## src/rtl/ram_writer_if.sv

```systemverilog
// ram_writer_if: byte-stream input and SB_RAM256x16-style write port of ram_writer.
//   in_data_i/in_valid_i/in_ready_o : valid/ready byte stream (master drives data/valid)
//   waddr_o/wdata_o/wmask_o/we_o    : registered RAM write port (slave drives)
//   wmask_o uses the iCE40 sense: 1 = bit is NOT written.
// Member names keep the block's _i/_o port names as seen from ram_writer.
interface ram_writer_if #(
    parameter int ADDR_WIDTH = 9,
    parameter int WORD_WIDTH = 16
);
    logic [7:0]            in_data_i;
    logic                  in_valid_i;
    logic                  in_ready_o;
    logic [ADDR_WIDTH-1:0] waddr_o;
    logic [WORD_WIDTH-1:0] wdata_o;
    logic [WORD_WIDTH-1:0] wmask_o;
    logic                  we_o;

    modport master (
        output in_data_i, in_valid_i,
        input  in_ready_o, waddr_o, wdata_o, wmask_o, we_o
    );

    modport slave (
        input  in_data_i, in_valid_i,
        output in_ready_o, waddr_o, wdata_o, wmask_o, we_o
    );
endinterface

```

## src/rtl/ram_writer.sv

```systemverilog
// ram_writer: packs a host byte stream little-endian into WORD_WIDTH (8 or 16)
// words and issues registered writes to an iCE40 block RAM.
//   clk_i, rstn_i : clock (rising edge), async active-low reset
//   start_i       : pulse, (re)starts a load at address 0
//   flush_i       : pulse, ends the load, committing a pending half word
//   bus (slave)   : byte stream in, RAM write port out (see ram_writer_if)
//   count_o       : words written in the current load (saturates at VECTOR_LENGTH)
//   done_o        : load ended by flush or by filling the memory
module ram_writer #(
    parameter int VECTOR_LENGTH = 512,
    parameter int WORD_WIDTH    = 16,
    parameter int ADDR_WIDTH    = $clog2(VECTOR_LENGTH)
) (
    input  logic                clk_i,
    input  logic                rstn_i,
    input  logic                start_i,
    input  logic                flush_i,
    ram_writer_if.slave         bus,
    output logic [ADDR_WIDTH:0] count_o,
    output logic                done_o
);

    typedef enum logic [1:0] {IDLE, FILL, DONE} state_t;

    localparam logic [ADDR_WIDTH-1:0] LAST_ADDR = ADDR_WIDTH'(VECTOR_LENGTH - 1);
    localparam logic [ADDR_WIDTH:0]   FULL_CNT  = (ADDR_WIDTH + 1)'(VECTOR_LENGTH);

    state_t                r_state, w_state;
    logic                  r_ready, w_ready;
    logic                  r_we, w_we;
    logic                  r_done, w_done;
    logic [ADDR_WIDTH-1:0] r_waddr, w_waddr;
    logic [WORD_WIDTH-1:0] r_wdata, w_wdata;
    logic [WORD_WIDTH-1:0] r_wmask, w_wmask;
    logic [ADDR_WIDTH:0]   r_count, w_count;
    logic [ADDR_WIDTH-1:0] r_addr, w_addr;     // next address to be written
    logic                  r_half, w_half;     // low byte of a 16-bit word is held
    logic [7:0]            r_lo, w_lo;

    logic                  w_acc;
    logic                  w_wr;
    logic [15:0]           w_word16;
    logic [15:0]           w_mask16;

    assign w_acc = bus.in_valid_i && r_ready;

    always_ff @(posedge clk_i or negedge rstn_i) begin
        if (!rstn_i) begin
            r_state <= IDLE;
            r_ready <= 1'b0;
            r_we    <= 1'b0;
            r_done  <= 1'b0;
            r_waddr <= '0;
            r_wdata <= '0;
            r_wmask <= '1;
            r_count <= '0;
            r_addr  <= '0;
            r_half  <= 1'b0;
            r_lo    <= '0;
        end else begin
            r_state <= w_state;
            r_ready <= w_ready;
            r_we    <= w_we;
            r_done  <= w_done;
            r_waddr <= w_waddr;
            r_wdata <= w_wdata;
            r_wmask <= w_wmask;
            r_count <= w_count;
            r_addr  <= w_addr;
            r_half  <= w_half;
            r_lo    <= w_lo;
        end
    end

    always_comb begin
        w_state  = r_state;
        w_ready  = r_ready;
        w_we     = 1'b0;
        w_done   = r_done;
        w_waddr  = r_waddr;
        w_wdata  = r_wdata;
        w_wmask  = r_wmask;
        w_count  = r_count;
        w_addr   = r_addr;
        w_half   = r_half;
        w_lo     = r_lo;
        w_wr     = 1'b0;
        w_word16 = '0;
        w_mask16 = '0;

        if (start_i) begin
            // Start wins over everything, including a byte or flush in the same cycle.
            w_state = FILL;
            w_ready = 1'b1;
            w_done  = 1'b0;
            w_count = '0;
            w_addr  = '0;
            w_half  = 1'b0;
        end else if (r_state == FILL) begin
            if (w_acc) begin
                if (WORD_WIDTH == 8) begin
                    w_wr     = 1'b1;
                    w_word16 = {8'h00, bus.in_data_i};
                end else if (r_half) begin
                    w_wr     = 1'b1;
                    w_word16 = {bus.in_data_i, r_lo};
                    w_half   = 1'b0;
                end else begin
                    w_half = 1'b1;
                    w_lo   = bus.in_data_i;
                end
            end

            // Flush sees the half flag after this cycle's byte, so a byte that
            // completes a word suppresses the partial write.
            if (flush_i) begin
                w_state = DONE;
                w_ready = 1'b0;
                w_done  = 1'b1;
                if (w_half) begin
                    w_wr     = 1'b1;
                    w_word16 = {8'h00, w_lo};
                    w_mask16 = 16'hFF00;
                    w_half   = 1'b0;
                end
            end

            if (w_wr) begin
                w_we    = 1'b1;
                w_waddr = r_addr;
                w_wdata = w_word16[WORD_WIDTH-1:0];
                w_wmask = w_mask16[WORD_WIDTH-1:0];
                if (r_count != FULL_CNT)
                    w_count = r_count + 1'b1;
                // Last word: stop in the same edge so no byte is taken beyond capacity.
                if (r_addr == LAST_ADDR) begin
                    w_state = DONE;
                    w_ready = 1'b0;
                    w_done  = 1'b1;
                end else begin
                    w_addr = r_addr + 1'b1;
                end
            end
        end else if (r_state != IDLE && r_state != DONE) begin
            w_state = IDLE;
            w_ready = 1'b0;
        end
    end

    assign bus.in_ready_o = r_ready;
    assign bus.waddr_o    = r_waddr;
    assign bus.wdata_o    = r_wdata;
    assign bus.wmask_o    = r_wmask;
    assign bus.we_o       = r_we;
    assign count_o        = r_count;
    assign done_o         = r_done;

endmodule

```

## src/flat_wrapper.sv

```systemverilog
// flat-port wrapper written by rule: the top's interface ports become plain ports
module ram_writer_flat 
#(
    parameter int VECTOR_LENGTH = 512,
    parameter int WORD_WIDTH    = 16,
    parameter int ADDR_WIDTH    = $clog2(VECTOR_LENGTH)
)
  (clk_i, rstn_i, start_i, flush_i, count_o, done_o, bus_in_data_i, bus_in_valid_i, bus_in_ready_o, bus_waddr_o, bus_wdata_o, bus_wmask_o, bus_we_o);
  ram_writer_if #(.ADDR_WIDTH(ADDR_WIDTH), .WORD_WIDTH(WORD_WIDTH)) bus_i ();
  input  logic clk_i;
  input  logic rstn_i;
  input  logic start_i;
  input  logic flush_i;
  output logic [ADDR_WIDTH:0] count_o;
  output logic done_o;
  input wire logic [$bits(bus_i.in_data_i)-1:0] bus_in_data_i;
  input wire logic [$bits(bus_i.in_valid_i)-1:0] bus_in_valid_i;
  output wire logic [$bits(bus_i.in_ready_o)-1:0] bus_in_ready_o;
  output wire logic [$bits(bus_i.waddr_o)-1:0] bus_waddr_o;
  output wire logic [$bits(bus_i.wdata_o)-1:0] bus_wdata_o;
  output wire logic [$bits(bus_i.wmask_o)-1:0] bus_wmask_o;
  output wire logic [$bits(bus_i.we_o)-1:0] bus_we_o;
  assign bus_i.in_data_i = bus_in_data_i;
  assign bus_i.in_valid_i = bus_in_valid_i;
  assign bus_in_ready_o = bus_i.in_ready_o;
  assign bus_waddr_o = bus_i.waddr_o;
  assign bus_wdata_o = bus_i.wdata_o;
  assign bus_wmask_o = bus_i.wmask_o;
  assign bus_we_o = bus_i.we_o;
  ram_writer #(.VECTOR_LENGTH(VECTOR_LENGTH), .WORD_WIDTH(WORD_WIDTH), .ADDR_WIDTH(ADDR_WIDTH)) u_core (.clk_i(clk_i), .rstn_i(rstn_i), .start_i(start_i), .flush_i(flush_i), .bus(bus_i), .count_o(count_o), .done_o(done_o));
endmodule
```

## config.mk

```make
export PLATFORM = sky130hd
export DESIGN_NAME = ram_writer_flat
export DESIGN_NICKNAME = d
export VERILOG_FILES = /design/src/rtl/ram_writer_if.sv /design/src/rtl/ram_writer.sv /design/src/flat_wrapper.sv
export SDC_FILE = /design/constraint.sdc
export NUM_CORES = 1
export LEC_CHECK = 0
export BUFFER_PORTS_ARGS = -buffer_cell sky130_fd_sc_hd__buf_2
export CORE_MARGIN = 1.5
export CORE_UTILIZATION = 30
export DETAILED_ROUTE_END_ITERATION = 7
export PLACE_DENSITY = 0.58
export SYNTH_ARGS = -nofsm -noshare
export SYNTH_HDL_FRONTEND = slang
export SYNTH_SLANG_ARGS = --single-unit
```

## constraint.sdc

```tcl
create_clock -name clk_i -period 2.5 [get_ports clk_i]
set_input_delay 0.375 -clock clk_i [delete_from_list [all_inputs] [get_ports clk_i]]
set_output_delay 0.375 -clock clk_i [all_outputs]
set_load 0.02 [all_outputs]
```

==> results of run 1 <==
[logic make-up (layout without fill, tap and decap cells)]
kind of cell / Yosys count / count (layout) / share of synthesized area [%]
DFF: 60 / 60 / 51.9
AOI/OAI and AO/OA: 54 / 54 / 15.1
buffers and inverters: 34 / 94 / 7.08
muxes: 12 / 12 / 4.57
and+or+nand+nor: 98 / 98 / 17.6
adders and majority gates: 6 / 6 / 2.59
xor gates and xnor gates: 4 / 4 / 1.21
[power by group through the flow]
stage          sequential (uW)  combinational [uW]  clock, uW
6_report                  1110                 345       1080
5_1_grt                   1120                 379       1160
4_1_cts                   1110                 352       1100
3_5_place_dp              1130                 350          0
3_3_place_gp              1130                 344          0
2_1_floorplan             1170                 213          0
[worst paths after layout]
kind                                                 endpoint  slack, ps  depth (start not counted)
setup / recovery                 u_core.r_addr[5]$_DFFE_PN0P_        290                          8
hold / removal                   u_core.r_addr[4]$_DFFE_PN0P_         20                          1
setup reg to reg                 u_core.r_addr[5]$_DFFE_PN0P_        290                          8
hold reg to reg             u_core.bus.waddr_o[6]$_DFFE_PN0P_        470                          2
max in group asynchronous  u_core.bus.wmask_o[14]$_DFFE_PN1P_       1820                          2
min in group clk_i          u_core.bus.wdata_o[9]$_DFFE_PN0P_        280                          2
[final cells by class]
cell class,count,area (sq um)
fillers,948,5780
flip-flops and latches,60,1500
multi-input cells,174,1190
repair buffers,69,365
well taps,129,161
clock buffers,9,124
clock inverters,7,124
inverters,9,33.8
[placed cells by master (no fill, tap or decap), drive strengths merged, types with 2 or more instances in the layout]
master	count
a21oi	12
a221o	8
a22o	10
and2	2
and3	9
and4	2
buf	69
bufinv	3
clkbuf	9
clkinv	2
dfrtp	58
dfstp	2
ha	6
inv	10
mux2	10
mux2i	2
nand2	38
nand3	7
nand3b	2
nand4	2
nor2	17
nor2b	4
nor3b	2
nor4	2
o2111ai	3
o211ai	2
o21a	3
o21ai	5
o31ai	7
or2	2
or4	6
xor2	3
[stage by stage]
step,std cells,total power [uW]
3_5_place_dp,441,1480
3_3_place_gp,441,1470
6_report,457,2540
4_1_cts,457,2570
2_1_floorplan,268,1380
5_1_grt,457,2660
[worst reg2reg max path: cells and delay by family (launching register included)]
| kind | cells | cell delay (ps) |
|---|---|---|
| AND/OR/NAND/NOR | 5 | 1170 |
| flip-flops | 1 | 420 |
| AO/OA/AOI/OAI | 2 | 320 |
| adder cells (fa/ha/maj) | 1 | 220 |
[per-layer routing]
| layer | share of wire, % | global-route usage (%) |
|---|---|---|
| met5 | 0 | 0 |
| met4 | 1.7 | 6.09 |
| met3 | 6.1 | 4.35 |
| met2 | 46 | 20.7 |
| met1 | 46 | 16.8 |
[flip-flops by register name, summed over array words and instances (netlist names)]
name,count
u_core.bus.in_ready_o,1
u_core.count_o,10
u_core.r_state,2
u_core.r_half,1
u_core.bus.waddr_o,9
u_core.bus.wmask_o,2
u_core.done_o,1
u_core.bus.we_o,1
u_core.r_addr,9
u_core.r_lo,8
u_core.bus.wdata_o,16
==> metrics.txt, run 1 <==
Final Wtd Congestion=0.782; slew margin rel.=around half; critical path launch point type=flip-flop; CTS Buf Count=9; ratio of cells with drive above 1 in the final layout=32.6%; fin util=37.7%; Post-DP Area=roughly 0.0033 sq mm; buffer count from post-CTS setup fixing=0; # diodes=0; Worst Path Arrival=2470 ps; post_cts resized=0; Sequential Power Share=43.8%; Area Overhead vs Synth=20.8%; Net Sw Power=a little under 700 uW; top cells by count, synth=dfrtp_1 (58), nand2_1 (38), nor2_1 (17); Min Hold Slack=roughly 24 ps; final WL=around 6500 microns; number of port buffers=66; vias after detailed routing=2193; Die Y=101 microns; HP Class=in -> async; Fmax=452 MHz; final worst path period need=2210 ps; CTS tree=built; clk sinks=60; CTS root buf=clkbuf_8; GRT Util Overall=13.3%; Yosys top cell area share=50.1%; final net count=342; combinational share of power=13.6%; # setup viols final=0; library cells used by synthesis=44; Final Cell Area=about 0.0035 sq mm; number of max-cap violations=0; Synth Warn #=0; PwrDens=725 mW/mm^2; I/O pin count=between 60 and 70; Residual DRC=0; Final Cycle Share=roughly 90%; VDD IR max=0.000313 V; Post-Syn Area=approximately 0.0029 sq mm; core area=0.00928 sq mm; Synth Instances=268; synthesis-stage register bit count=60; gr ovfl total=0; antenna violations before repair=0; Crit Path Category=reg -> reg; WL/cell=14.2 microns; vias in the first global route=between 2000 and 2500; sequential area share after synthesis=51.9%; die width=101 microns; largest net degree at the start of global routing=38; Critical Path Source=u_core.r_addr[4]$_DFFE_PN0P_; leak pwr=about 0.0018 uW; crit path buf inv count=0; cell with the most instances after synthesis=dfrtp_1; CTS clock-pin slew for the worst setup and hold paths=70 ps; critical path's top delay family=simple AND/OR/NAND/NOR gates; syn nets=287; dpl ws=approximately 300 ps; synth top area cells=dfrtp_1 (50%), nand2_1 (4.9%), buf_4 (3.9%), mux2_2 (3.9%), a22o_1 (3.0%); cts hold-fix bufs=0; Sw Ratio=26.6%; syn avg cell area=10.8 sq um; vias per std cell=4.80; Setup crit end kind=flip-flop; Async S/R FF share, synth=100%; die area=about 0.01 sq mm; Internal=1860 uW; Clock Power Share=between 40% and 50%; critical path's slowest cell=or4_1; Fin Setup TNS=0 ps; std cell rows=35; cell taking the most area after synthesis=dfrtp_1; CTS H-Tree Depth=3; number of flops mapped to enable cells by yosys=0; endpoints failing hold=0; later-pin clock latency in the skew report=340 ps; WP data required=roughly 2800 ps; Clock Path Buffers=2; first-pass GRT wire length=10400 microns; final clock skew=approximately 11 ps; CP peak stage delay=490 ps; RSZ-0062 raised after global routing=false; post-route ant nets=0; most common flop cell mapped by yosys=dfrtp_1; initial drt markers=108; initial core utilization=31.2%; DRT Pass-1 Iters=5; status=finished clean; worst path cell trace=and4_1, nand2_1, nor2_1, ha_1, nor3b_4, o21ai_4, or4_1, a21oi_1; Final Worst Setup Slack=289 ps; Pins Over Slew Limit=0; DPL Wire Length=4520 microns; measured slew at the worst slew-check pin=slightly above 700 ps; Reg2Reg Launch Point=u_core.r_addr[4]$_DFFE_PN0P_; CP Max Fanout=9
Note: power is estimated with default switching activity, not from simulation.
==> run 2: changes to the inputs <==
==> constraint.sdc (replaced) <==
create_clock -name clk_i -period 2.5 [get_ports clk_i]
set_input_delay 0.625 -clock clk_i [delete_from_list [all_inputs] [get_ports clk_i]]
set_output_delay 0.625 -clock clk_i [all_outputs]
set_load 0.02 [all_outputs]
==> metrics.txt, run 2 (synthesis results as in run 1) <==
status=finished clean; initial core utilization=31.2% (unchanged); vias after detailed routing=2205 (+0.55%); Fin Setup TNS=0 ps (unchanged); buffer count from post-CTS setup fixing=0 (unchanged); post-route ant nets=0 (unchanged); final worst path period need=2210 ps (-3.22 ps); first-pass GRT wire length=10400 microns (about the same); Residual DRC=0 (unchanged); RSZ-0062 raised after global routing=false; antenna violations before repair=0 (unchanged); met2 Usage GRT=19.5% (-1.2 points); post-layout total power=2440 uW (-3.9%); CTS clock-pin slew for the worst setup and hold paths=70 ps (about the same); Setup crit end kind=flip-flop; CTS Buf Count=9 (unchanged); leak pwr=0.00180 uW (+0.71%); die width=101 microns (unchanged); Final Wtd Congestion=0.756 (-3.3%); Die Y=101 microns (unchanged); CTS root buf=clkbuf_8; VDD IR max=0.000225 V (-28%); Clock Path Buffers=2 (unchanged); number of max-cap violations=0 (unchanged); endpoints failing hold=0 (unchanged); cts hold-fix bufs=0 (unchanged); most frequent cells in the layout=buf_2 (66), dfrtp_1 (58), nand2_1 (38), nor2_1 (17), a21oi_1 (12); reg2reg path depth=8 (unchanged); core area=0.00928 sq mm (unchanged); max FFs per register=16 (unchanged); std cell rows=35 (unchanged); post_cts resized=0 (unchanged); CP Max Fanout=7 (-2); # diodes=0 (unchanged); Multi-input gate area=0.00119 sq mm (unchanged); Crit Path Category=reg -> reg; largest net degree at the start of global routing=38 (unchanged); die area=0.0103 sq mm (unchanged); Final Cell Area=0.00351 sq mm (+0.36%); FF+latch area=0.00150 sq mm (unchanged); placed cells=446 (+1.1%); HP Class=in -> async; Fill cells=946 (-0.21%); DPL Wire Length=4550 microns (+0.62%); initial drt markers=116 (+7.4%); Fmax=453 MHz (+0.15%); number of port buffers=66 (unchanged); Final Cycle Share=88.3% (-0.13 points); later-pin clock latency in the skew report=350 ps (about the same); Worst Path Arrival=2480 ps (about the same); Post-Layout Cell Count=462 (+1.1%); Pins Over Slew Limit=0 (unchanged); critical path launch point type=flip-flop; met1 Use GR=17.4% (+0.64 points); vias in the first global route=2073 (-1.7%); slew margin rel.=50.2% (-1.2 points); I/O pin count=67 (unchanged); vias per std cell=4.77 (-0.54%); PwrDens=695 mW/mm^2 (-4.2%); gr busiest metal=met2; GRT Util Overall=13.1% (-0.15 points); DRT Pass-1 Iters=4 (-1); clk sinks=60 (unchanged); commonest non-fill, non-tap cell in the layout=buf_2; Area Overhead vs Synth=21.2%; WL/cell=13.6 microns (-4.3%); ratio of cells with drive above 1 in the final layout=33.6% (+1.0 points); grt met3 use=4.00% (-0.35 points); final net count=347 (+1.5%); final clock skew=11.6 ps (+0.308 ps); Post-DP Area=0.00329 sq mm (+1.2%); CTS tree=built; gr ovfl total=0 (unchanged); WP data required=2770 ps (about the same); final WL=6280 microns (-3.3%); measured slew at the worst slew-check pin=741 ps (+17.7 ps); CTS H-Tree Depth=3 (unchanged); # setup viols final=0 (unchanged)
[run 2: cell type report]
cell class,count,area share (%)
Inverter,9,0.961
Timing Repair Buffer,74,11.5
Tap cell,129,4.59
Clock inverter,7,2.81
Sequential cell,60,42.8
Clock buffer,9,3.52
Multi-Input combinational cell,174,33.9
[run 2: critical path: stages (launching register included)]
cell and delay (ps):
dfrtp_1 430, and4_1 240, nand2_1 100, nor2_1 60
ha_1 220, nor3b_4 300, o21ai_4 140, or4_1 480
a21oi_1 150
[run 2: path summary, 6_finish.rpt]
path	startpoint	end	slack, ps
setup / recovery	u_core.r_addr[4]$_DFFE_PN0P_	u_core.r_addr[7]$_DFFE_PN0P_	290
hold / removal	rstn_i	u_core.bus.waddr_o[5]$_DFFE_PN0P_	270
setup reg to reg	u_core.r_addr[4]$_DFFE_PN0P_	u_core.r_addr[7]$_DFFE_PN0P_	290
hold reg to reg	u_core.bus.waddr_o[2]$_DFFE_PN0P_	u_core.bus.waddr_o[2]$_DFFE_PN0P_	470
max in group asynchronous	rstn_i	u_core.bus.wmask_o[14]$_DFFE_PN1P_	1590
min in group clk_i	u_core.bus.waddr_o[2]$_DFFE_PN0P_	u_core.bus.waddr_o[2]$_DFFE_PN0P_	470
[run 2: layer usage]
metal / part of all wire, % / up-vias
met5: 0 / -
met4: 2.1 / 0
met3: 6.0 / 11
met2: 44 / 52
met1: 47 / 1074
li1: - / 1068
[run 2: power by group]
group          leakage (uW)  total [uW]  switching (uW)  internal (uW)
logic              0.000886         348             206            142
registers          0.000803        1110            55.8           1060
clock network      0.000110         979             414            565
[run 2: metrics by stage]
stage	util [%]	worst slack (ps)	hold WS, ps
after global routing	37.9	155	318
after floorplan	-	377	329
after global placement	35.5	202	455
final	37.9	292	267
after detailed placement	35.5	150	462
after CTS	37.9	288	290
